--- src/rtl/fetch_stage_pkg.sv ---
// Shared constants and state encoding for the instruction-fetch stage.
// Provides the bubble instruction, the reset PC default and the fetch FSM states.
package fetch_stage_pkg;

    // addi x0,x0,0 -- placed in IF/ID whenever the stage inserts a bubble
    localparam logic [31:0] NOP_INST_DEF = 32'h0000_0013;
    localparam logic [31:0] RESET_PC_DEF = 32'h0000_0000;

    typedef enum logic {
        FETCH_RUN    = 1'b0,
        FETCH_HALTED = 1'b1
    } fetch_state_e;

endpackage

--- src/rtl/fetch_stage_if_id_reg.sv ---
// IF/ID pipeline register: async reset, load on en, synchronous flush to a bubble.
// Ports: clk, rst, en, flush, d_inst/d_pc/d_pc_plus4 in; q_inst/q_pc/q_pc_plus4/q_valid out.
module if_id_reg
    import fetch_stage_pkg::*;
#(
    parameter int          XLEN     = 32,
    parameter logic [31:0] NOP_INST = NOP_INST_DEF
) (
    input  logic            clk,
    input  logic            rst,
    input  logic            en,
    input  logic            flush,
    input  logic [31:0]     d_inst,
    input  logic [XLEN-1:0] d_pc,
    input  logic [XLEN-1:0] d_pc_plus4,
    output logic [31:0]     q_inst,
    output logic [XLEN-1:0] q_pc,
    output logic [XLEN-1:0] q_pc_plus4,
    output logic            q_valid
);

    logic [31:0]     inst_q,     inst_d;
    logic [XLEN-1:0] pc_q,       pc_d;
    logic [XLEN-1:0] pc_plus4_q, pc_plus4_d;
    logic            valid_q,    valid_d;

    // Flush wins over enable so a redirect kills the wrong-path
    // instruction even when decode is stalling.
    // A bubble only rewrites inst/valid; the PC fields keep stale values.
    always_comb begin
        inst_d     = inst_q;
        pc_d       = pc_q;
        pc_plus4_d = pc_plus4_q;
        valid_d    = valid_q;
        if (flush) begin
            inst_d  = NOP_INST;
            valid_d = 1'b0;
        end else if (en) begin
            inst_d     = d_inst;
            pc_d       = d_pc;
            pc_plus4_d = d_pc_plus4;
            valid_d    = 1'b1;
        end
    end

    always_ff @(posedge clk or posedge rst) begin
        if (rst) begin
            inst_q     <= NOP_INST;
            pc_q       <= '0;
            pc_plus4_q <= '0;
            valid_q    <= 1'b0;
        end else begin
            inst_q     <= inst_d;
            pc_q       <= pc_d;
            pc_plus4_q <= pc_plus4_d;
            valid_q    <= valid_d;
        end
    end

    assign q_inst     = inst_q;
    assign q_pc       = pc_q;
    assign q_pc_plus4 = pc_plus4_q;
    assign q_valid    = valid_q;

endmodule

--- src/rtl/fetch_stage.sv ---
// RV32I instruction-fetch stage: PC register, next-PC selection, halt FSM, IF/ID capture.
// Ports: clk, rst, imem_addr/imem_data, stall, redirect_valid/target, halt_req,
//        ifid_inst/pc/pc_plus4/valid, halted, misaligned_redir.
module fetch_stage
    import fetch_stage_pkg::*;
#(
    parameter int            XLEN     = 32,
    parameter logic [XLEN-1:0] RESET_PC = RESET_PC_DEF,
    parameter logic [31:0]   NOP_INST = NOP_INST_DEF
) (
    input  logic            clk,
    input  logic            rst,
    output logic [XLEN-1:0] imem_addr,
    input  logic [31:0]     imem_data,
    input  logic            stall,
    input  logic            redirect_valid,
    input  logic [XLEN-1:0] redirect_target,
    input  logic            halt_req,
    output logic [31:0]     ifid_inst,
    output logic [XLEN-1:0] ifid_pc,
    output logic [XLEN-1:0] ifid_pc_plus4,
    output logic            ifid_valid,
    output logic            halted,
    output logic            misaligned_redir
);

    fetch_state_e    state_q, state_d;
    logic [XLEN-1:0] pc_q,    pc_d;
    logic            mis_q,   mis_d;
    logic [XLEN-1:0] pc_plus4;
    logic            ifid_en;
    logic            ifid_flush;

    // Wraps modulo 2^XLEN by construction
    assign pc_plus4 = pc_q + XLEN'(4);

    always_comb begin
        state_d    = state_q;
        pc_d       = pc_q;
        mis_d      = 1'b0;
        ifid_en    = 1'b0;
        ifid_flush = 1'b0;
        unique case (state_q)
            FETCH_RUN: begin
                if (redirect_valid) begin
                    pc_d       = {redirect_target[XLEN-1:2], 2'b00};
                    mis_d      = |redirect_target[1:0];
                    ifid_flush = 1'b1;
                end else if (halt_req && ifid_valid) begin
                    state_d    = FETCH_HALTED;
                    ifid_flush = 1'b1;
                end else if (!stall) begin
                    pc_d    = pc_plus4;
                    ifid_en = 1'b1;
                end
            end
            FETCH_HALTED: begin
                // Keep IF/ID pinned to a bubble until reset
                ifid_flush = 1'b1;
            end
            default: begin
                state_d = FETCH_RUN;
            end
        endcase
    end

    always_ff @(posedge clk or posedge rst) begin
        if (rst) begin
            state_q <= FETCH_RUN;
            pc_q    <= RESET_PC;
            mis_q   <= 1'b0;
        end else begin
            state_q <= state_d;
            pc_q    <= pc_d;
            mis_q   <= mis_d;
        end
    end

    if_id_reg #(
        .XLEN     (XLEN),
        .NOP_INST (NOP_INST)
    ) u_if_id (
        .clk        (clk),
        .rst        (rst),
        .en         (ifid_en),
        .flush      (ifid_flush),
        .d_inst     (imem_data),
        .d_pc       (pc_q),
        .d_pc_plus4 (pc_plus4),
        .q_inst     (ifid_inst),
        .q_pc       (ifid_pc),
        .q_pc_plus4 (ifid_pc_plus4),
        .q_valid    (ifid_valid)
    );

    assign imem_addr        = pc_q;
    assign halted           = (state_q == FETCH_HALTED);
    assign misaligned_redir = mis_q;

endmodule
--- config.mk ---
export PLATFORM = sky130hd
export DESIGN_NAME = fetch_stage
export DESIGN_NICKNAME = d
export VERILOG_FILES = /design/src/rtl/fetch_stage_pkg.sv /design/src/rtl/fetch_stage_if_id_reg.sv /design/src/rtl/fetch_stage.sv
export SDC_FILE = /design/constraint.sdc
export NUM_CORES = 1
export LEC_CHECK = 0
export CORE_ASPECT_RATIO = 2
export CORE_MARGIN = 3
export CORE_UTILIZATION = 25
export DETAILED_ROUTE_END_ITERATION = 7
export PLACE_DENSITY = 0.6
export SKIP_CTS_REPAIR_TIMING = 1
export SLEW_MARGIN = 20
export SYNTH_ARGS = -nofsm -noshare
export SYNTH_HDL_FRONTEND = slang
export SYNTH_SLANG_ARGS = --single-unit
export TNS_END_PERCENT = 1
--- constraint.sdc ---
create_clock -name clk -period 4.7 [get_ports clk]
set_clock_uncertainty 0.05 [all_clocks]
set_input_delay 1.41 -clock clk [delete_from_list [all_inputs] [get_ports clk]]
set_output_delay 1.41 -clock clk [all_outputs]
set_load 0.05 [all_outputs]
* Word-level counts from Yosys, hierarchy flattened *
Index checks and enable logic that the tools add are counted.

word-level totals
  register bits after elaboration = 131
  bits of input ports = 69
  word-level logic and storage cells = 35

cells by class
  add/sub/neg operators = 1
  eq/ne operators = 2
  mux-type cells = 18
  bitwise operators = 2
  reduce and logical (&&, ||, !) cells = 5

operator list
  operator                                                         count
  32-bit two-way mux                                               5
  32-bit by 3-bit adder with 32-bit output, second input constant  1
  1-bit two-way mux                                                12
  3-bit AND reduction                                              1
  2-bit by 1-bit != test with 1-bit output, second input constant  1
  2-bit != test, second input constant                             1
  1-bit NOT                                                        2
  1-bit case mux with 2 select lines                               1
  2-bit AND reduction                                              1
  2-bit nonzero test                                               1
  2-bit OR reduction                                               1
  1-bit logical AND                                                1

* Logic depth before layout (Yosys ltp) *
Gate-level depths: netlist of run 1.

  word-level depth = 6
  mapped depth = 7
  mapped depth without buffers = 6

* Hierarchy *
From an unflattened synthesis of run 1, not the netlist that was laid out.

second synthesis, totals
  cells, all modules = 558
  area, all modules = 6,557.5 um^2

by module, submodules not included
  module       instances  cells each  area each (um^2)  sequential area each (um^2)
  if_id_reg    1          244         4,023.9           2,431.1
  fetch_stage  1          314         2,533.7           800.8

* Least setup slack after synthesis of run 1 *
OpenSTA, ideal clock, no wires.

  path type = in2reg
  from = input stall
  to = register u_if_id.pc_plus4_q[25] (netlist: u_if_id.q_pc_plus4[25])
  library setup time = 141 ps
  arrival time = 2,563 ps
  required time = 4,509 ps
  setup slack = 1,945 ps
  cell stages on the path = 6
  cells stage by stage = buf_2 > a21oi_1 > and2_1 > clkbuf_1 > buf_1 > a31oi_1

on the way
  word-level cells in the longest chain between the ends = 5

RTL lines
  item                           line                         text
  start, declared                fetch_stage.sv:15            input logic stall,
  1-bit two-way mux              fetch_stage.sv:52            end else if (!stall) begin
  1-bit two-way mux              fetch_stage.sv:49            end else if (halt_req && ifid_valid) begin
  1-bit two-way mux              fetch_stage.sv:45            if (redirect_valid) begin
  1-bit two-way mux              fetch_stage.sv:43            unique case (state_q)
  2-bit AND reduction (no line)  -
  end signal, assigned           fetch_stage_if_id_reg.sv:55  pc_plus4_q <= pc_plus4_d;
  end, declared                  fetch_stage_if_id_reg.sv:24  logic [XLEN-1:0] pc_plus4_q, pc_plus4_d;

No other way between the ends.
A chain may end at the register's enable or synchronous reset.

* Final worst setup path of run 1 *
  from = register pc_q[6] (netlist: imem_addr[6])
  to = output imem_addr[6]

RTL lines
  item                    line               text
  start, declared         fetch_stage.sv:28  logic [XLEN-1:0] pc_q, pc_d;
  start signal, assigned  fetch_stage.sv:74  pc_q <= pc_d;
  end, declared           fetch_stage.sv:13  output logic [XLEN-1:0] imem_addr,

No word-level cell between the ends.

==> flow_summary_export.csv, run 1 <==
group,metric,value,unit
timing,tightest_slew,1060,ps
grt,grt_usage,15.7,%
timing,period_needed,3400,ps
grt,antenna_found_initial,1,
synth,synth_top_area_cell,"dfrtp_1",
floorplan,core-area,22800,µm²
route,finalWirelength,19.5,mm
cts,clock_latency,420,ps
floorplan,start_util,25.6,%
synth,seq_area_frac_synth,53.7,%
grt,grt-busiest-layer,"met2",
grt,grt_pass1_vias,5256,
timing,hold_viol,0,
timing,fmax,294,MHz
synth,synthFlopType,"dfrtp_1",
floorplan,die_x,114,µm
floorplan,die-area,25300,µm²
route,ant_nets,0,
placement,place_congestion,0.786,
timing,final_max_slew_viol_count,0,
placement,detailed_place_hpwl,14.0,mm
cells_and_area,drive_gt1_share,7.18,%
synth,synthCells,623,
timing,setup_viol,0,
grt,use_met2,27.6,%
route,viasPerCell,4.68,
synth,synth_cell_types,51,
timing,slew_headroom,29.1,%
grt,grt_pass1_wl,30.6,mm
power_and_ir_drop,power_density,679,nW/µm²
route,wl_per_cell,17.9,µm
worst_setup_path,crit_family,"buffers and inverters",
worst_setup_path,endpoint_kind,"output port",
cells_and_area,final_area,8530,µm²
grt,grtUsageMet1,17.9,%
synth,yosys_warnings,0,
route,drc_errors,0,
synth,synth-seq-cells,125,
route,drtPass1Iterations,4,
synth,synth_top_area_share,52.3,%
synth,synth_edf_count,0,
power_and_ir_drop,peakVddDrop,351,µV
cts,cts_root_buf,"clkbuf_16",
placement,postPlaceCellArea,7960,µm²
timing,tns,0,ps
cts,clk_path_buf_depth,2,
synth,synth_most_common_cell,"nand2_1",
worst_setup_path,start_kind,"register",
flow_run,drv_cap,0,
route,vias,5100,
worst_setup_path,crit_chain,"clkdlybuf4s50_1",
timing,fin_crit_sh,72.4,%
synth,synth_common_cells,"148 x nand2_1, 122 x dfrtp_1, 53 x nor2_1, 46 x o21ai_0, 41 x nand3_1",
floorplan,die_y,222,µm
worst_setup_path,critPathBufInv,1,
power_and_ir_drop,p_leak,3.68,nW
grt,use_met3,3.39,%
worst_setup_path,cp_slowest_cell,"clkdlybuf4s50_1",
synth,synth_async_sr_flop_share,100,%
outcome,status,"completed",
worst_setup_path,path_class,"reg -> out",
worst_setup_path,critPathMaxStageDelay,900,ps
floorplan,ioPinCount,200,
cts,clk_transition_reported_paths,60,ps
grt,overflow,0,
timing,rsz0062_at_grt,"false",
cts,numCtsBuffers,17,
cells_and_area,nets,865,
grt,grt_max_degree,78,
placement,placement.io_buffers,193,
cts,cts_sinks,125,
floorplan,fp-row-count,78,
worst_setup_path,arrival,1940,ps
worst_setup_path,required,3240,ps
cts,htree_levels,4,
cts,cts_tree,"built",
worst_setup_path,critPathMaxFanout,12,
synth,syn_area_per_cell,9.37,µm²
synth,netlist_top_cells_area,"dfrtp_1 52%, nand2_1 9.5%, mux2i_1 5.8%",
route,drt_first_iter_violations,224,
synth,syn_area,5840,µm²
worst_hold_path,hold_class,"reg -> reg",
cells_and_area,synthToLayoutAreaGrowth,46.2,%
## stage by stage
step / hold WS [ps] / utilization (%) / worst slack (ps) / instances / total power [mW]
detailed placement: 412 / 34.8 / 861 / 1056 / 4.56
floorplan: 628 / - / 1700 / 628 / 3.54
global route: 443 / 37.4 / 1140 / 1089 / 6.10
global placement: 407 / 34.8 / 940 / 1056 / 4.54
finish: 423 / 37.4 / 1300 / 1089 / 5.80
CTS: 430 / 37.3 / 1260 / 1088 / 5.88
## worst min-delay path, stage by stage (launching register included)
cell     delay [ps]
dfrtp_1         340
nand2_1          50
nand2_1          50
## worst paths after layout
check | start | end | slack (ps) | cells after the start
max reg2reg | imem_addr[2]$_DFFE_PP0P_ | u_if_id.q_pc_plus4[26]$_DFFE_PP0P_ | 2200 | 6
min reg2reg | u_if_id.q_pc[30]$_DFFE_PP0P_ | u_if_id.q_pc[30]$_DFFE_PP0P_ | 420 | 2
min in group asynchronous | rst | u_if_id.q_inst[9]$_DFFE_PP0P_ | 1500 | 3
max in group asynchronous | rst | u_if_id.q_pc[25]$_DFFE_PP0P_ | 2320 | 3
max | imem_addr[6]$_DFFE_PP0P_ | imem_addr[6] | 1300 | 1
min | u_if_id.q_pc[30]$_DFFE_PP0P_ | u_if_id.q_pc[30]$_DFFE_PP0P_ | 420 | 2
## power by group
group          switching, mW  total [mW]  internal, mW
sequential             0.427        1.84          1.42
clock                  0.511        1.29         0.776
combinational           1.80        2.67         0.868
total                   2.74        5.80          3.06
## layer usage
metal  wire [µm]  vias up
met5           0        -
met4         549        0
met3         766       28
met2       10700      145
met1        7470     2468
li1            -     2459
## kinds of logic after synthesis
group | Yosys count | share of synthesized area, %
other | 1 | 0.0642
AO/OA/AOI/OAI | 95 | 9.75
AND/OR/NAND/NOR | 290 | 23.0
buffers and inverters | 56 | 4.33
multiplexers | 34 | 5.83
adder cells (fa/ha/maj) | 1 | 0.214
XOR/XNOR | 21 | 3.15
flip-flops | 125 | 53.7
## state kept, by name, summed over array words and instances, names as in the netlist
register / cells
u_if_id.q_pc: 30
u_if_id.q_pc_plus4: 30
misaligned_redir: 1
u_if_id.q_inst: 32
halted: 1
imem_addr: 30
u_if_id.q_valid: 1
## placed cells by master, fill, tap and decap left out, drive strengths merged, types with 2 or more instances in the layout
cell type | Yosys | layout
a21oi | 15 | 15
clkinvlp | 0 | 6
bufinv | 0 | 2
clkdlybuf4s50 | 0 | 191
nand2 | 148 | 148
inv | 4 | 4
buf | 20 | 8
o211ai | 3 | 3
nor4 | 4 | 4
nor2 | 54 | 54
xor2 | 11 | 11
dfstp | 3 | 3
conb | 1 | 6
nor3 | 8 | 8
nand3 | 44 | 44
or3 | 8 | 8
o21ai | 46 | 46
mux2i | 34 | 34
nor3b | 2 | 2
o21bai | 2 | 2
o22ai | 2 | 2
clkinv | 1 | 8
a22oi | 11 | 11
nand4 | 10 | 10
and3 | 7 | 7
dfrtp | 122 | 122
xnor2 | 10 | 10
a31oi | 4 | 4
o311ai | 5 | 5
clkbuf | 31 | 17
## final cells by class
type	count	area (µm²)
inverter	5	22.5
multi-input combinational	447	2480
clock buffer	17	425
timing repair buffer	199	1970
tap	280	350
clock inverter	15	149
antenna	1	2.50
fill	2331	14300
sequential	125	3130
Power figures use the tool's default switching activity.
==> inputs of run 2 (changes only) <==
Settings changed: PLACE_DENSITY 0.6 to 0.58.
Clock period 4.7 ns to 3.4 ns, I/O delays scaled along.
==> run 2 against run 1 <==
Effect of this change: setup slack got worse by 920 ps; first-iteration DRC count increased by 32%; cell area increased by 3.3%; via count increased by 0.92%; global-route usage about the same; utilization increased by 1.2 points; critical path type unchanged; highest routed layer unchanged.
==> flow_summary_export.csv, run 2 (synthesis gave the netlist of run 1 again) <==
group,metric,value,unit
outcome,status,"completed",
route,vias,5147,
floorplan,ioPinCount,200,
grt,grt_usage,15.7,%
route,ant_nets,0,
timing,finalWorstSetupSlack,382,ps
worst_setup_path,cp_slowest_cell,"clkdlybuf4s50_1",
floorplan,die-area,25300,µm²
power_and_ir_drop,p_leak,3.84,nW
cells_and_area,synthToLayoutAreaGrowth,51.0,%
placement,detailed_place_hpwl,14.3,mm
timing,fmax,331,MHz
cts,clock_latency,430,ps
flow_run,drv_cap,0,
worst_setup_path,critPathBufInv,1,
cts,cts_tree,"built",
grt,grt_pass1_wl,30.6,mm
cells_and_area,final_common_cell,"clkdlybuf4s50_1",
timing,period_needed,3020,ps
timing,fin_crit_sh,88.8,%
worst_setup_path,reg2reg_from,"imem_addr[2]$_DFFE_PP0P_",
cts,clk_transition_reported_paths,60,ps
timing,hold_viol,0,
route,viasPerCell,4.65,
route,finalWirelength,19.4,mm
cells_and_area,largest_reg_flops,32,
worst_setup_path,critPathMaxFanout,8,
cells_and_area,drive_gt1_share,9.30,%
route,drt_first_iter_violations,296,
grt,grt_pass1_vias,5237,
timing,final_max_slew_viol_count,0,
worst_setup_path,crit_family,"buffers and inverters",
worst_hold_path,hold_start,"u_if_id.q_pc[16]$_DFFE_PP0P_",
floorplan,die_y,222,µm
floorplan,start_util,25.6,%
timing,setup_viol,0,
placement,place_ws,447,ps
worst_setup_path,critPathMaxStageDelay,940,ps
cells_and_area,diodes,0,
cells_and_area,nets,885,
grt,grt_max_degree,79,
worst_setup_path,start_kind,"register",
timing,slew_headroom,40.6,%
worst_setup_path,required,2330,ps
route,drc_errors,0,
timing,tns,0,ps
cts,cts_root_buf,"clkbuf_16",
worst_setup_path,arrival,1950,ps
placement,place_congestion,0.764,
power_and_ir_drop,peakVddDrop,465,µV
cts,clk_path_buf_depth,2,
timing,tightest_slew,889,ps
worst_setup_path,endpoint_kind,"output port",
route,drtPass1Iterations,7,
floorplan,core-area,22800,µm²
cts,numCtsBuffers,17,
worst_setup_path,crit_chain,"clkdlybuf4s50_1",
worst_setup_path,path_class,"reg -> out",
power_and_ir_drop,power_density,953,nW/µm²
cts,cts_sinks,125,
cells_and_area,mostFrequentLayoutCells,"191 x clkdlybuf4s50_1, 147 x nand2_1, 122 x dfrtp_1, 53 x nor2_1, 46 x o21ai_0",
floorplan,die_x,114,µm
worst_hold_path,hold_class,"reg -> reg",
grt,overflow,0,
worst_setup_path,startpoint,"imem_addr[11]$_DFFE_PP0P_",
cts,htree_levels,4,
floorplan,fp-row-count,78,
route,wl_per_cell,17.5,µm
timing,rsz0062_at_grt,"false",
placement,placement.io_buffers,193,
grt,antenna_found_initial,0,
-- run 2: cell types whose count changed in the layout (fill, tap and decap cells not counted), sizes merged --
cell,delta
clkinv,-4
bufinv,+3
clkinvlp,-4
diode,-1
inv,-1
clkbuf,+6
buf,+20
-- run 2: where the power goes --
part | total (mW) | switching (mW) | leakage [nW] | internal (mW)
Combinational | 3.89 | 2.61 | 1.95 | 1.28
Sequential | 2.44 | 0.478 | 1.57 | 1.96
Clock | 2.07 | 0.674 | 0.330 | 1.40
-- run 2: final timing paths --
kind,end,slack (ps),cells after the start
max in group asynchronous,imem_addr[21]$_DFFE_PP0P_,1880,3
min reg2reg,u_if_id.q_pc[16]$_DFFE_PP0P_,420,2
max,imem_addr[11],380,1
min,u_if_id.q_pc[16]$_DFFE_PP0P_,420,2
max reg2reg,u_if_id.q_pc_plus4[26]$_DFFE_PP0P_,930,6
min in group asynchronous,u_if_id.q_pc[4]$_DFFE_PP0P_,1000,3
-- run 2: cell type report --
class | count | area [µm²]
clock inverters | 9 | 180
well taps | 280 | 350
inverters | 5 | 22.5
clock buffers | 23 | 498
flip-flops and latches | 125 | 3130
repair buffers | 219 | 2140
multi-input cells | 447 | 2490
fillers | 2347 | 14000
-- run 2: metrics by stage --
stage / instance area, µm² / hold slack (ps) / cells / util (%) / power [mW]
after floorplan: 5860 / 628 / 628 / - / 4.89
after global placement: 8140 / 409 / 1076 / 35.6 / 6.35
after detailed placement: 8140 / 412 / 1076 / 35.6 / 6.39
after CTS: 8820 / 428 / 1108 / 38.6 / 8.50
after global routing: 8820 / 445 / 1108 / 38.6 / 8.81
final: 8820 / 424 / 1108 / 38.6 / 8.40
-- run 2: per-layer routing --
metal | track usage, % | share of wire (%)
met4 | 6.02 | 2.5
met2 | 28.6 | 55
met3 | 3.52 | 4.0
met1 | 17.4 | 38
met5 | 0 | 0
==> inputs of run 3 (changes only) <==
Clock period 3.4 ns to 3.15 ns, I/O delays scaled along.
==> run 3 against run 2 <==
Effect of this change: critical path depth stayed put; global-route usage up 0.076 points; clock-buffer cell count shrank 3; cell area rose by 0.16%; combinational power rose by 10%; total power rose by 7.2%; sequential power is 6% higher; register-to-register slack lost 140 ps; via count up 1.1%; non-clock buffer count grew 3; sequential share of layout area shrank 0.055 points; largest cell class unchanged; highest routed layer unchanged.
==> flow_summary_export.csv, run 3 (synthesis gave the netlist of run 1 again) <==
group,metric,value,unit
worst_hold_path,hold_class,"reg -> reg",
power_and_ir_drop,power,9.01,mW
worst_setup_path,endpoint_kind,"output port",
timing,final_max_slew_viol_count,0,
timing,fin_hold_ws,425,ps
cells_and_area,final_common_cell,"clkdlybuf4s50_1",
worst_setup_path,crit_chain,"clkdlybuf4s50_1",
floorplan,ioPinCount,200,
flow_run,drv_cap,0,
cells_and_area,largest_reg_flops,32,
route,drt_first_iter_violations,262,
cells_and_area,layout.area.seq,3130,µm²
outcome,status,"completed",
worst_setup_path,path_class,"reg -> out",
timing,fin_crit_sh,94.0,%
floorplan,die-area,25300,µm²
cts,numCtsBuffers,17,
power_and_ir_drop,power_density,1020,nW/µm²
cells_and_area,synthToLayoutAreaGrowth,51.3,%
floorplan,fp-row-count,78,
placement,placement.io_buffers,193,
power_and_ir_drop,clock_power_share,23.7,%
floorplan,die_x,114,µm
route,finalWirelength,19.4,mm
route,ant_nets,0,
route,vias,5205,
timing,tns,0,ps
cts,clock_latency,440,ps
floorplan,core-area,22800,µm²
grt,grtUsageMet1,17.2,%
timing,period_needed,2960,ps
timing,finalWorstSetupSlack,189,ps
timing,fmax,338,MHz
cells_and_area,nFillCells,2311,
cts,htree_levels,4,
route,drc_errors,0,
grt,use_met3,3.63,%
route,viasPerCell,4.68,
grt,overflow,0,
cts,clk_path_buf_depth,2,
timing,tightest_slew,617,ps
timing,slew_headroom,58.8,%
worst_setup_path,critPathMaxStageDelay,940,ps
power_and_ir_drop,p_seq_share,28.8,%
placement,detailed_place_hpwl,14.3,mm
cells_and_area,multi_input_area,2490,µm²
power_and_ir_drop,p_comb_share,47.5,%
timing,rsz0062_at_grt,"false",
cts,clk_transition_reported_paths,60,ps
worst_setup_path,critPathBufInv,1,
worst_setup_path,critPathMaxFanout,8,
grt,grt_pass1_wl,30.7,mm
worst_setup_path,required,2150,ps
route,drtPass1Iterations,4,
power_and_ir_drop,netSwitchingPower,4.11,mW
cts,cts_root_buf,"clkbuf_16",
cts,cts_tree,"built",
route,wl_per_cell,17.5,µm
placement,place_congestion,0.763,
power_and_ir_drop,swShare,45.6,%
cells_and_area,mostFrequentLayoutCells,"191 x clkdlybuf4s50_1, 147 x nand2_1, 122 x dfrtp_1, 53 x nor2_1, 46 x o21ai_0",
worst_setup_path,start_kind,"register",
floorplan,die_y,222,µm
power_and_ir_drop,peakVddDrop,557,µV
timing,setup_viol,0,
cells_and_area,drive_gt1_share,9.63,%
power_and_ir_drop,p_int,4.90,mW
worst_setup_path,crit_family,"buffers and inverters",
cells_and_area,nets,888,
grt,grt-busiest-layer,"met2",
grt,antenna_found_initial,1,
worst_setup_path,cp_slowest_cell,"clkdlybuf4s50_1",
worst_setup_path,arrival,1970,ps
power_and_ir_drop,p_leak,3.85,nW
grt,grt_pass1_vias,5335,
floorplan,start_util,25.6,%
timing,hold_viol,0,
grt,grt_usage,15.8,%
grt,use_met2,28.0,%
cts,cts_sinks,125,
placement,place_ws,439,ps
grt,grt_max_degree,77,
cells_and_area,fin_util,38.7,%
[run 3: cell types whose count changed in the layout (fill, tap and decap cells not counted), sizes merged]
cell	delta
clkbuf	-3
clkinv	+3
buf	+3
inv	+1
bufinv	-1
diode	+1
[run 3: final timing paths]
kind / from / endpoint / slack, ps / cells after the start
max: imem_addr[11]$_DFFE_PP0P_ / imem_addr[11] / 190 / 1
min: u_if_id.q_pc[25]$_DFFE_PP0P_ / u_if_id.q_pc[25]$_DFFE_PP0P_ / 420 / 2
max reg2reg: imem_addr[3]$_DFFE_PP0P_ / imem_addr[24]$_DFFE_PP0P_ / 790 / 5
min reg2reg: u_if_id.q_pc[25]$_DFFE_PP0P_ / u_if_id.q_pc[25]$_DFFE_PP0P_ / 420 / 2
max in group asynchronous: rst / u_if_id.q_pc_plus4[24]$_DFFE_PP0P_ / 1710 / 3
min in group asynchronous: rst / u_if_id.q_inst[9]$_DFFE_PP0P_ / 910 / 3
[run 3: per-stage QoR]
step / cell area (µm²) / cells
2_1_floorplan: 5860 / 628
3_5_place_dp: 8190 / 1079
5_1_grt: 8830 / 1112
6_report: 8830 / 1112
4_1_cts: 8830 / 1111
3_3_place_gp: 8190 / 1079
[run 3: layout make-up]
| class | count | share of cell area (%) |
|---|---|---|
| flip-flops and latches | 125 | 35.5 |
| multi-input cells | 447 | 28.2 |
| repair buffers | 222 | 24.8 |
| clock buffers | 20 | 5.17 |
| well taps | 280 | 3.97 |
| clock inverters | 12 | 2.10 |
| inverters | 5 | 0.255 |
| diodes | 1 | 0.0283 |
[run 3: worst register-to-register path, stage by stage, from the launching register on]
cell	delay (ps)
dfrtp_1	480
ha_1	310
nand3_2	270
nor4_4	500
nand4_1	260
o311ai_0	360
[run 3: layer usage]
metal | vias to the layer above | part of all wire (%)
li1 | 2500 | -
met1 | 2499 | 38
met2 | 167 | 54
met3 | 39 | 4.6
met4 | 0 | 3.5
met5 | - | 0
[run 3: power groups by stage]
stage,combinational (mW),sequential (mW),clock (mW)
after floorplan,0.998,4.28,0
after global placement,4.28,2.62,0
after detailed placement,4.31,2.63,0
after CTS,4.32,2.61,2.19
after global routing,4.51,2.68,2.27
final,4.28,2.59,2.13
